$ cat src/rtl/floating_divider_if.sv
// Start/done handshake bundle for the floating-point divider; the multiplier uses the same shape.
interface floating_divider_if;
    logic        start;
    logic [31:0] a;
    logic [31:0] b;
    logic        busy;
    logic        done;
    logic [31:0] result;
    logic [3:0]  flags;

    modport master (output start, a, b, input busy, done, result, flags);
    modport slave  (input start, a, b, output busy, done, result, flags);
endinterface

$ cat src/rtl/floating_divider.sv
// Iterative IEEE-754 single-precision divider, restoring division one quotient bit per clock,
// round-to-nearest-even; special operands skip the iteration.
module floating_divider (
    input  logic              clk,
    input  logic              reset,
    floating_divider_if.slave bus
);
    localparam int              QBITS    = 26;
    localparam logic signed [9:0] BIAS   = 10'sd127;
    localparam logic [4:0]      CNT_LAST = 5'(QBITS - 1);
    localparam logic [31:0]     QNAN     = 32'h7FC00000;

    typedef enum logic [2:0] {
        S_IDLE   = 3'd0,
        S_UNPACK = 3'd1,
        S_DIVIDE = 3'd2,
        S_ROUND  = 3'd3,
        S_DONE   = 3'd4
    } state_t;

    state_t             state_q, state_d;
    logic [31:0]        a_q, a_d, b_q, b_d;
    logic [24:0]        rem_q, rem_d;
    logic [23:0]        div_q, div_d;
    logic [25:0]        quo_q, quo_d;
    logic signed [9:0]  exp_q, exp_d;
    logic [4:0]         cnt_q, cnt_d;
    logic               special_q, special_d;
    logic [31:0]        spec_res_q, spec_res_d;
    logic [3:0]         spec_flg_q, spec_flg_d;
    logic [31:0]        result_q, result_d;
    logic [3:0]         flags_q, flags_d;
    logic               busy_q, busy_d, done_q, done_d;

    logic               sign_s, a_zero_s, b_zero_s, a_inf_s, b_inf_s, a_nan_s, b_nan_s;
    logic signed [9:0]  ea_s, eb_s, exp_adj_s, exp_rnd_s;
    logic [22:0]        frac_s;
    logic               guard_s, sticky_s, inc_s;
    logic [32:0]        rnd_s;
    logic               rem_ge_s;
    logic [24:0]        diff_s;
    logic [31:0]        pack_res_s;
    logic [3:0]         pack_flg_s;

    // Operand classification; a zero exponent field (zero or denormal) counts as zero.
    always_comb begin
        sign_s   = a_q[31] ^ b_q[31];
        a_zero_s = (a_q[30:23] == 8'h00);
        b_zero_s = (b_q[30:23] == 8'h00);
        a_inf_s  = (a_q[30:23] == 8'hFF) && (a_q[22:0] == 23'd0);
        b_inf_s  = (b_q[30:23] == 8'hFF) && (b_q[22:0] == 23'd0);
        a_nan_s  = (a_q[30:23] == 8'hFF) && (a_q[22:0] != 23'd0);
        b_nan_s  = (b_q[30:23] == 8'hFF) && (b_q[22:0] != 23'd0);
        ea_s     = $signed({2'b00, a_q[30:23]});
        eb_s     = $signed({2'b00, b_q[30:23]});
        rem_ge_s = (rem_q >= {1'b0, div_q});
        diff_s   = rem_q - {1'b0, div_q};
    end

    // Normalize, round to nearest even and range-check; a fraction carry ripples into the exponent.
    always_comb begin
        if (quo_q[25]) begin
            frac_s    = quo_q[24:2];
            guard_s   = quo_q[1];
            sticky_s  = quo_q[0] | (rem_q != 25'd0);
            exp_adj_s = exp_q;
        end else begin
            frac_s    = quo_q[23:1];
            guard_s   = quo_q[0];
            sticky_s  = (rem_q != 25'd0);
            exp_adj_s = exp_q - 10'sd1;
        end
        inc_s     = guard_s & (sticky_s | frac_s[0]);
        rnd_s     = {exp_adj_s, frac_s} + {32'd0, inc_s};
        exp_rnd_s = $signed(rnd_s[32:23]);
        if (exp_rnd_s >= 10'sd255) begin
            pack_res_s = {sign_s, 8'hFF, 23'd0};
            pack_flg_s = 4'b0010;
        end else if (exp_rnd_s <= 10'sd0) begin
            pack_res_s = {sign_s, 31'd0};
            pack_flg_s = 4'b0001;
        end else begin
            pack_res_s = {sign_s, exp_rnd_s[7:0], rnd_s[22:0]};
            pack_flg_s = 4'b0000;
        end
    end

    // Control FSM next state and datapath updates.
    always_comb begin
        state_d    = state_q;
        a_d        = a_q;
        b_d        = b_q;
        rem_d      = rem_q;
        div_d      = div_q;
        quo_d      = quo_q;
        exp_d      = exp_q;
        cnt_d      = cnt_q;
        special_d  = special_q;
        spec_res_d = spec_res_q;
        spec_flg_d = spec_flg_q;
        result_d   = result_q;
        flags_d    = flags_q;
        busy_d     = busy_q;
        done_d     = 1'b0;
        case (state_q)
            S_IDLE: begin
                if (bus.start) begin
                    a_d     = bus.a;
                    b_d     = bus.b;
                    flags_d = 4'h0;
                    busy_d  = 1'b1;
                    state_d = S_UNPACK;
                end else begin
                    state_d = S_IDLE;
                end
            end
            S_UNPACK: begin
                special_d  = 1'b1;
                spec_flg_d = 4'h0;
                spec_res_d = {sign_s, 31'd0};
                quo_d      = 26'd0;
                cnt_d      = 5'd0;
                if (a_nan_s || b_nan_s) begin
                    spec_res_d = QNAN;
                end else if ((a_zero_s && b_zero_s) || (a_inf_s && b_inf_s)) begin
                    spec_res_d = QNAN;
                    spec_flg_d = 4'b1000;
                end else if (a_inf_s) begin
                    spec_res_d = {sign_s, 8'hFF, 23'd0};
                end else if (b_zero_s) begin
                    spec_res_d = {sign_s, 8'hFF, 23'd0};
                    spec_flg_d = 4'b0100;
                end else if (b_inf_s || a_zero_s) begin
                    spec_res_d = {sign_s, 31'd0};
                end else begin
                    special_d = 1'b0;
                    rem_d     = {2'b01, a_q[22:0]};
                    div_d     = {1'b1, b_q[22:0]};
                    exp_d     = ea_s - eb_s + BIAS;
                end
                state_d = special_d ? S_ROUND : S_DIVIDE;
            end
            S_DIVIDE: begin
                quo_d = {quo_q[24:0], rem_ge_s};
                rem_d = rem_ge_s ? {diff_s[23:0], 1'b0} : {rem_q[23:0], 1'b0};
                cnt_d = cnt_q + 5'd1;
                if (cnt_q == CNT_LAST) begin
                    state_d = S_ROUND;
                end else begin
                    state_d = S_DIVIDE;
                end
            end
            S_ROUND: begin
                if (special_q) begin
                    result_d = spec_res_q;
                    flags_d  = spec_flg_q;
                end else begin
                    result_d = pack_res_s;
                    flags_d  = pack_flg_s;
                end
                done_d  = 1'b1;
                state_d = S_DONE;
            end
            S_DONE: begin
                busy_d  = 1'b0;
                state_d = S_IDLE;
            end
            default: begin
                busy_d  = 1'b0;
                state_d = S_IDLE;
            end
        endcase
    end

    // State and datapath registers.
    always_ff @(posedge clk or posedge reset) begin
        if (reset) begin
            state_q    <= S_IDLE;
            a_q        <= 32'd0;
            b_q        <= 32'd0;
            rem_q      <= 25'd0;
            div_q      <= 24'd0;
            quo_q      <= 26'd0;
            exp_q      <= 10'sd0;
            cnt_q      <= 5'd0;
            special_q  <= 1'b0;
            spec_res_q <= 32'd0;
            spec_flg_q <= 4'h0;
            result_q   <= 32'd0;
            flags_q    <= 4'h0;
            busy_q     <= 1'b0;
            done_q     <= 1'b0;
        end else begin
            state_q    <= state_d;
            a_q        <= a_d;
            b_q        <= b_d;
            rem_q      <= rem_d;
            div_q      <= div_d;
            quo_q      <= quo_d;
            exp_q      <= exp_d;
            cnt_q      <= cnt_d;
            special_q  <= special_d;
            spec_res_q <= spec_res_d;
            spec_flg_q <= spec_flg_d;
            result_q   <= result_d;
            flags_q    <= flags_d;
            busy_q     <= busy_d;
            done_q     <= done_d;
        end
    end

    assign bus.busy   = busy_q;
    assign bus.done   = done_q;
    assign bus.result = result_q;
    assign bus.flags  = flags_q;
endmodule

$ cat src/flat_wrapper.sv
// flat-port wrapper written by rule: the top's interface ports become plain ports
module floating_divider_flat 
  (clk, reset, bus_start, bus_a, bus_b, bus_busy, bus_done, bus_result, bus_flags);
  floating_divider_if bus_i ();
  input  logic clk;
  input  logic reset;
  input wire logic [$bits(bus_i.start)-1:0] bus_start;
  input wire logic [$bits(bus_i.a)-1:0] bus_a;
  input wire logic [$bits(bus_i.b)-1:0] bus_b;
  output wire logic [$bits(bus_i.busy)-1:0] bus_busy;
  output wire logic [$bits(bus_i.done)-1:0] bus_done;
  output wire logic [$bits(bus_i.result)-1:0] bus_result;
  output wire logic [$bits(bus_i.flags)-1:0] bus_flags;
  assign bus_i.start = bus_start;
  assign bus_i.a = bus_a;
  assign bus_i.b = bus_b;
  assign bus_busy = bus_i.busy;
  assign bus_done = bus_i.done;
  assign bus_result = bus_i.result;
  assign bus_flags = bus_i.flags;
  floating_divider u_core (.clk(clk), .reset(reset), .bus(bus_i));
endmodule
$ cat config.mk
export PLATFORM = sky130hd
export DESIGN_NAME = floating_divider_flat
export DESIGN_NICKNAME = d
export VERILOG_FILES = /design/src/rtl/floating_divider_if.sv /design/src/rtl/floating_divider.sv /design/src/flat_wrapper.sv
export SDC_FILE = /design/constraint.sdc
export NUM_CORES = 1
export LEC_CHECK = 0
export BUFFER_PORTS_ARGS = -buffer_cell sky130_fd_sc_hd__clkbuf_2
export CAP_MARGIN = 25
export CORE_ASPECT_RATIO = 0.8
export CORE_MARGIN = 4
export CORE_UTILIZATION = 55
export CTS_CLUSTER_SIZE = 28
export DETAILED_ROUTE_END_ITERATION = 6
export GPL_TIMING_DRIVEN = 0
export PLACE_DENSITY = 0.75
export RECOVER_POWER = 100
export SYNTH_ARGS = -nofsm -noshare
export SYNTH_HDL_FRONTEND = slang
export SYNTH_SLANG_ARGS = --single-unit
$ cat constraint.sdc
create_clock -name clk -period 6.3 [get_ports clk]
set_input_delay 0.315 -clock clk [delete_from_list [all_inputs] [get_ports clk]]
set_output_delay 0.315 -clock clk [all_outputs]
set_load 0.01 [all_outputs]
# Yosys cells after proc, flatten, opt, wreduce, memory -nomap -nowiden
# Index checks and enable logic that the tools add are counted.
[totals] regBits=232
[op_classes] bitwise=10 n_lt_le_gt_ge=3 eq_ne=12 reduce_logical=25 mux=42 addsub=6
[op_table] cell="$mux W25" count=6
[op_table] cell="$mux W31" count=4
[op_table] cell="$mux W32" count=3
[op_table] cell="$pmux W26 S2" count=1
[op_table] cell="$pmux W25 S2" count=1
[op_table] cell="$logic_not A23 Y1" count=2
[op_table] cell="$reduce_bool A23 Y1" count=2
[op_table] cell="$add A33 B1 Y33" count=1
[op_table] cell="$ge A25 B24 Y1" count=1
[op_table] cell="$reduce_bool A25 Y1" count=1
[op_table] cell="$mux W4" count=6
[op_table] cell="$sub A24 B24 Y24" count=1
[op_table] cell="$mux W23" count=1
[op_table] cell="$eq A8 B8 Y1 const B" count=2
[op_table] cell="$logic_not A8 Y1" count=2
[op_table] cell="$mux W1" count=14
[op_table] cell="$ne A2 B2 Y1 const B" count=6
[op_table] cell="$pmux W3 S4" count=1
[op_table] cell="$reduce_and A6 Y1" count=2
[op_table] cell="$add A10 B8 Y10 const B" count=1
[op_table] cell="$ge A10 B9 Y1 const B" count=1
[op_table] cell="$le A10 B1 Y1 const B" count=1
[op_table] cell="$mux W10" count=1
[op_table] cell="$pmux W5 S2" count=1
[op_table] cell="other kinds (19)" count=36

# Depth between registers and ports, before layout
[depth] ltp_word=11 ltp_mapped=19 ltp_nobuf=13

# Worst setup path after synthesis
# OpenSTA, ideal clock, no wires.
[synth_timing] kind="register to register" start="reg u_core.quo_q[25]" end="reg u_core.result_q[10] (netlist: u_core.bus.result[10])" period_less_slack_ns=4.470 setup_ns=0.121 path_buffers=7 path_slack_ns=1.830 path_stages_with_launch=20 arrival_time_ns=4.349 cell_sequence="dfrtp_1 -> buf_4 -> buf_6 -> buf_6 -> buf_2 -> buf_1 -> clkbuf_1 -> nand2_1 -> a21boi_0 -> ha_1 -> nand2_1 -> or3_1 -> or3_4 -> nor4_4 -> mux2i_1 -> or4_4 -> o41ai_4 -> nor4b_4 -> buf_6 -> a22o_1"
[synth_via] elab_chain_len=8 word_cells_on_any_way=12 cone_classes="1 x add/sub; 2 x order compare; 7 x mux; 2 x bitwise"
[synth_lines] item="from (decl)" line="floating_divider.sv:25" source="logic [25:0] quo_q, quo_d;"
[synth_lines] item="from (signal assigned)" line="floating_divider.sv:199" source="quo_q <= quo_d;"
[synth_lines] item="$mux W1 or $mux W23 (tied branches)" line="floating_divider.sv:62" source="if (quo_q[25]) begin"
[synth_lines] item="$or A1 B1 Y1" line="floating_divider.sv:73" source="inc_s = guard_s & (sticky_s | frac_s[0]);"
[synth_lines] item="$and A1 B1 Y1" line="floating_divider.sv:73"
[synth_lines] item="$add A33 B1 Y33 (*)" line="floating_divider.sv:74" source="rnd_s = {exp_adj_s, frac_s} + {32'd0, inc_s};"
[synth_lines] item="$le A10 B1 Y1" line="floating_divider.sv:79" source="end else if (exp_rnd_s <= 10'sd0) begin"
[synth_lines] item="$mux W31" line="floating_divider.sv:79"
[synth_lines] item="$mux W31 (*)" line="floating_divider.sv:76" source="if (exp_rnd_s >= 10'sd255) begin"
[synth_lines] item="$mux W32 (*)" line="floating_divider.sv:154" source="if (special_q) begin"
[synth_lines] item="to (signal assigned)" line="floating_divider.sv:205" source="result_q <= result_d;"
[synth_lines] item="to (decl)" line="floating_divider.sv:31" source="logic [31:0] result_q, result_d;"
# Every way passes the cells marked *; elsewhere a longest branch is shown, timed or not.
# A chain may end at the register's enable or synchronous reset.

# Worst setup path in the final report
[layout_timing] start="reg u_core.quo_q[25]" end="reg u_core.result_q[20] (netlist: u_core.bus.result[20])"
# The elaborated chain is that of the path after synthesis.

==> Implementation_results.wiki <==
{| class="wikitable"
! Metric !! Value
|-
| Result of the run || finished with violations
|-
| Failing checks || max-capacitance violations, max-slew violations
|-
| Endpoint required time on the critical path || 6.74 ns
|-
| Unrepaired setup endpoints after global routing || no
|-
| Register clock-pin slew on the reported worst setup and hold paths || 0.06 ns
|-
| Std cell rows || 46
|-
| Share of the yosys chip area belonging to registers || 43.9%
|-
| Number of maximum-capacitance violations || 1
|-
| Final hold viol count || 0
|-
| Post-synth EDFFs || 0
|-
| Layout Utilization || 65.1%
|-
| Final setup violating endpoints || 0
|-
| Remaining antenna violation count after routing || 0
|-
| Die Area || 23200 µm²
|-
| Worst clock skew || 0.0189 ns
|-
| Number of diodes || 0
|-
| Worst IR drop on VDD || 0.332 mV
|-
| Remaining DRCs || 0
|-
| Initial Utilization || 56.9%
|-
| Number of nets in the layout || 1387
|-
| Die outline width || 169 µm
|-
| Areal power density over the cells || 582 nW/µm²
|-
| Synthesis-to-finish area growth || 14.3%
|-
| Static Leakage || 5.62 nW
|-
| Biggest area consumer among synthesized cells || dfrtp_1
|-
| Most numerous cell in the Yosys netlist || dfrtp_1
|-
| Total CTS buffers || 22
|-
| CTS tree || yes
|-
| Synth Net Count || 1255
|-
| # IOs || 105
|-
| Transition at the pin with the smallest max-transition slack || 3.88 ns
|-
| Total global-route track usage || 26.2%
|-
| Final-layout setup total negative slack || 0 ns
|-
| Count of H-tree levels built during CTS || 1
|-
| Share of flip-flops with an asynchronous set or reset after synthesis || 100%
|-
| Post-synthesis average cell area || 9.98 µm²
|-
| Clock latency on the worst-skew pair || 0.51 ns
|-
| Type of the worst setup path || reg -> reg
|-
| CP peak stage delay || 0.52 ns
|-
| Total of flip-flops plus latches after synthesis || 201
|-
| Mapped Area || 11500 µm²
|-
| Number of sinks handled by clock tree synthesis || 201
|-
| Number of different library cells in the post-synthesis netlist || 78
|-
| Aggregate routed wire length || 30100 µm
|-
| Antenna violations before repair || 0
|-
| Crit-path slowest cell || clkbuf_1
|-
| Number of global-route vias before repair || 9395
|-
| Die span in y || 137 µm
|-
| Global-route congestion overflow total || 0
|-
| Remaining max-slew budget at the tightest pin || -160%
|-
| Routed length per instance || 19.3 µm
|-
| Max Fclk || 0.178 GHz
|-
| Sequence of cells on the critical path || buf_4, buf_6, buf_6, buf_2, clkbuf_1, nand2_1, a21boi_0, ha_1, nand2_1, or3_1, nor4_1, nand3_1, o21ai_0, nor3b_1, o41ai_4, nor4b_4, clkbuf_2, a22o_1
|-
| Period utilization || 89.3%
|-
| Nature of the critical path endpoint || flip-flop
|-
| Detail Placement HPWL || 21900 µm
|-
| Pre-antenna DRT Iters || 5
|-
| Placeable Area || 20100 µm²
|-
| Via count || 9596
|-
| Data arrival, critical path || 6.06 ns
|-
| Area share of the largest cell type after synthesis || 43.9%
|-
| Root cell of the clock tree || clkbuf_16
|-
| Gate Count Post-Synth || 1149
|-
| Number of pins with negative max-slew slack in the final report || 87
|-
| Fraction of final layout cells with drive strength greater than 1 || 16.3%
|-
| Port bufs || 104
|-
| Detailed-route vias per instance || 6.16
|-
| Top cells by instance count after synthesis || 201 x dfrtp_1, 85 x mux2_2, 83 x nand2_1
|-
| Peak fanout along the critical path || 19
|-
| Shortest clock period the worst path allows after layout || 5.63 ns
|-
| Pin count of the biggest net entering global routing || 116
|-
| First-pass GRT wire length || 49300 µm
|-
| Largest cells by area after synthesis || dfrtp_1 44%, mux2_2 8.3%, ha_1 4.0%, a22o_1 3.4%, o21ai_0 3.3%
|-
| Count of cells resized by post-cts repair || 0
|-
| Most common flop cell mapped by yosys || dfrtp_1
|-
| Hold WC Path Type || in -> reg
|-
| Routability congestion estimate || 0.945
|-
| Warning count from the yosys run || 0
|-
| Buffer count from post-CTS setup fixing || 0
|-
| Worst setup SP type || flip-flop
|-
| Maximum buffer depth of the clock tree || 3
|-
| Violation count after the first detailed-routing iteration || 968
|}
## repair_timing
| item | CTS | global route |
|---|---|---|
| hold buffers | 3 | 0 |
| endpoints found under the hold margin | 88 | 0 |
| endpoints found under the setup margin | 0 | 20 |
## layout make-up
| type | count | area, µm² |
|---|---|---|
| Clock buffer | 32 | 659 |
| Timing Repair Buffer | 109 | 534 |
| Inverter | 58 | 219 |
| Clock inverter | 6 | 133 |
| Tap cell | 264 | 330 |
| Fill cell | 1654 | 7040 |
| Multi-Input combinational cell | 827 | 5940 |
| Buffer | 62 | 262 |
| Sequential cell | 201 | 5030 |
## final timing paths
check                                        startpoint                                end  slack [ns]  cells past startpoint
hold reg to reg            u_core.div_q[23]$_DFFE_PP0P_       u_core.div_q[23]$_DFFE_PP0P_        0.46                      2
hold / removal                                bus_b[26]         u_core.b_q[26]$_DFFE_PP0P_       0.008                      3
setup / recovery           u_core.quo_q[25]$_DFFE_PP0P_  u_core.bus.result[20]$_DFFE_PP0P_        0.67                     18
setup reg to reg           u_core.quo_q[25]$_DFFE_PP0P_  u_core.bus.result[20]$_DFFE_PP0P_        0.67                     18
max in group asynchronous                         reset  u_core.bus.result[22]$_DFFE_PP0P_        3.07                      3
min in group asynchronous                         reset         u_core.a_q[16]$_DFFE_PP0P_        1.53                      3
## metal layers
metal	routed length, µm	track usage [%]	up-vias
met2	12700	38.1	417
li1	-	-	4471
met3	2620	6.04	47
met4	671	6.35	0
met5	0	0	-
met1	14100	39.7	4661
## per-stage QoR
step / hold slack, ns / cell area, µm² / total power (W) / worst slack [ns] / instances
after global routing: 0.0220 / 13100 / 0.00820 / 0.170 / 1559
after global placement: 0.441 / 12300 / 0.00600 / -1.61 / 1517
final: 0.00795 / 13100 / 0.00763 / 0.673 / 1559
after CTS: 0.000488 / 13200 / 0.00760 / 0.443 / 1560
after detailed placement: 0.444 / 12400 / 0.00612 / 0.468 / 1519
after floorplan: 0.418 / 11500 / 0.00510 / 0.503 / 1149
## cells in the final DEF, fill, tap and decap left out, types with 8 or more instances in the layout
master and instances:
clkbuf_2 67, nand2_1 83, nor2_1 60, mux2i_1 28, dfrtp_1 201, a21boi_0 8
o211ai_1 10, a22o_1 45, o21a_1 11, mux2_2 84, o22ai_1 20, or3_1 8
nor3_1 23, clkbuf_1 98, a21o_1 10, clkbuf_16 23, and3_1 9, nand3_1 25
nor2b_1 14, ha_1 37, inv_1 55, xor2_1 21, a21oi_1 59, and2_1 10
nand4_1 11, o21ai_0 81, xnor2_1 34, nor4_1 26
## power breakdown
part	total (W)	switching (W)	internal [W]
sequential	0.00230	0.000488	0.00181
combinational	0.00392	0.00231	0.00161
clock	0.00141	0.000522	0.000886
total	0.00763	0.00332	0.00430
## critical path: cells and delay by family (launching register included)
family	cells	cell delay [ns]
and+or+nand+nor	7	2.54
buffers and inverters	6	1.74
AOI/OAI and AO/OA	4	0.73
DFF	1	0.33
adders and majority gates	1	0.21
## registers in the layout (all words and copies together), names as in the netlist, 4 cells and up
| register | cells |
|---|---|
| u_core.bus.result | 32 |
| u_core.exp_q | 10 |
| u_core.bus.flags | 4 |
| u_core.quo_q | 26 |
| u_core.a_q | 32 |
| u_core.rem_q | 25 |
| u_core.div_q | 24 |
| u_core.b_q | 32 |
| u_core.cnt_q | 5 |
## kinds of logic (layout without fill, tap and decap cells)
| family | count (synthesis) | after routing | synth area share, % |
|---|---|---|---|
| adder cells (fa/ha/maj) | 39 | 39 | 4.39 |
| multiplexers | 115 | 115 | 11.0 |
| AO/OA/AOI/OAI | 304 | 304 | 17.8 |
| XOR/XNOR | 55 | 55 | 4.20 |
| AND/OR/NAND/NOR | 314 | 314 | 14.5 |
| buffers and inverters | 121 | 267 | 4.27 |
| flip-flops | 201 | 201 | 43.9 |
Note: power is estimated with default switching activity, not from simulation.
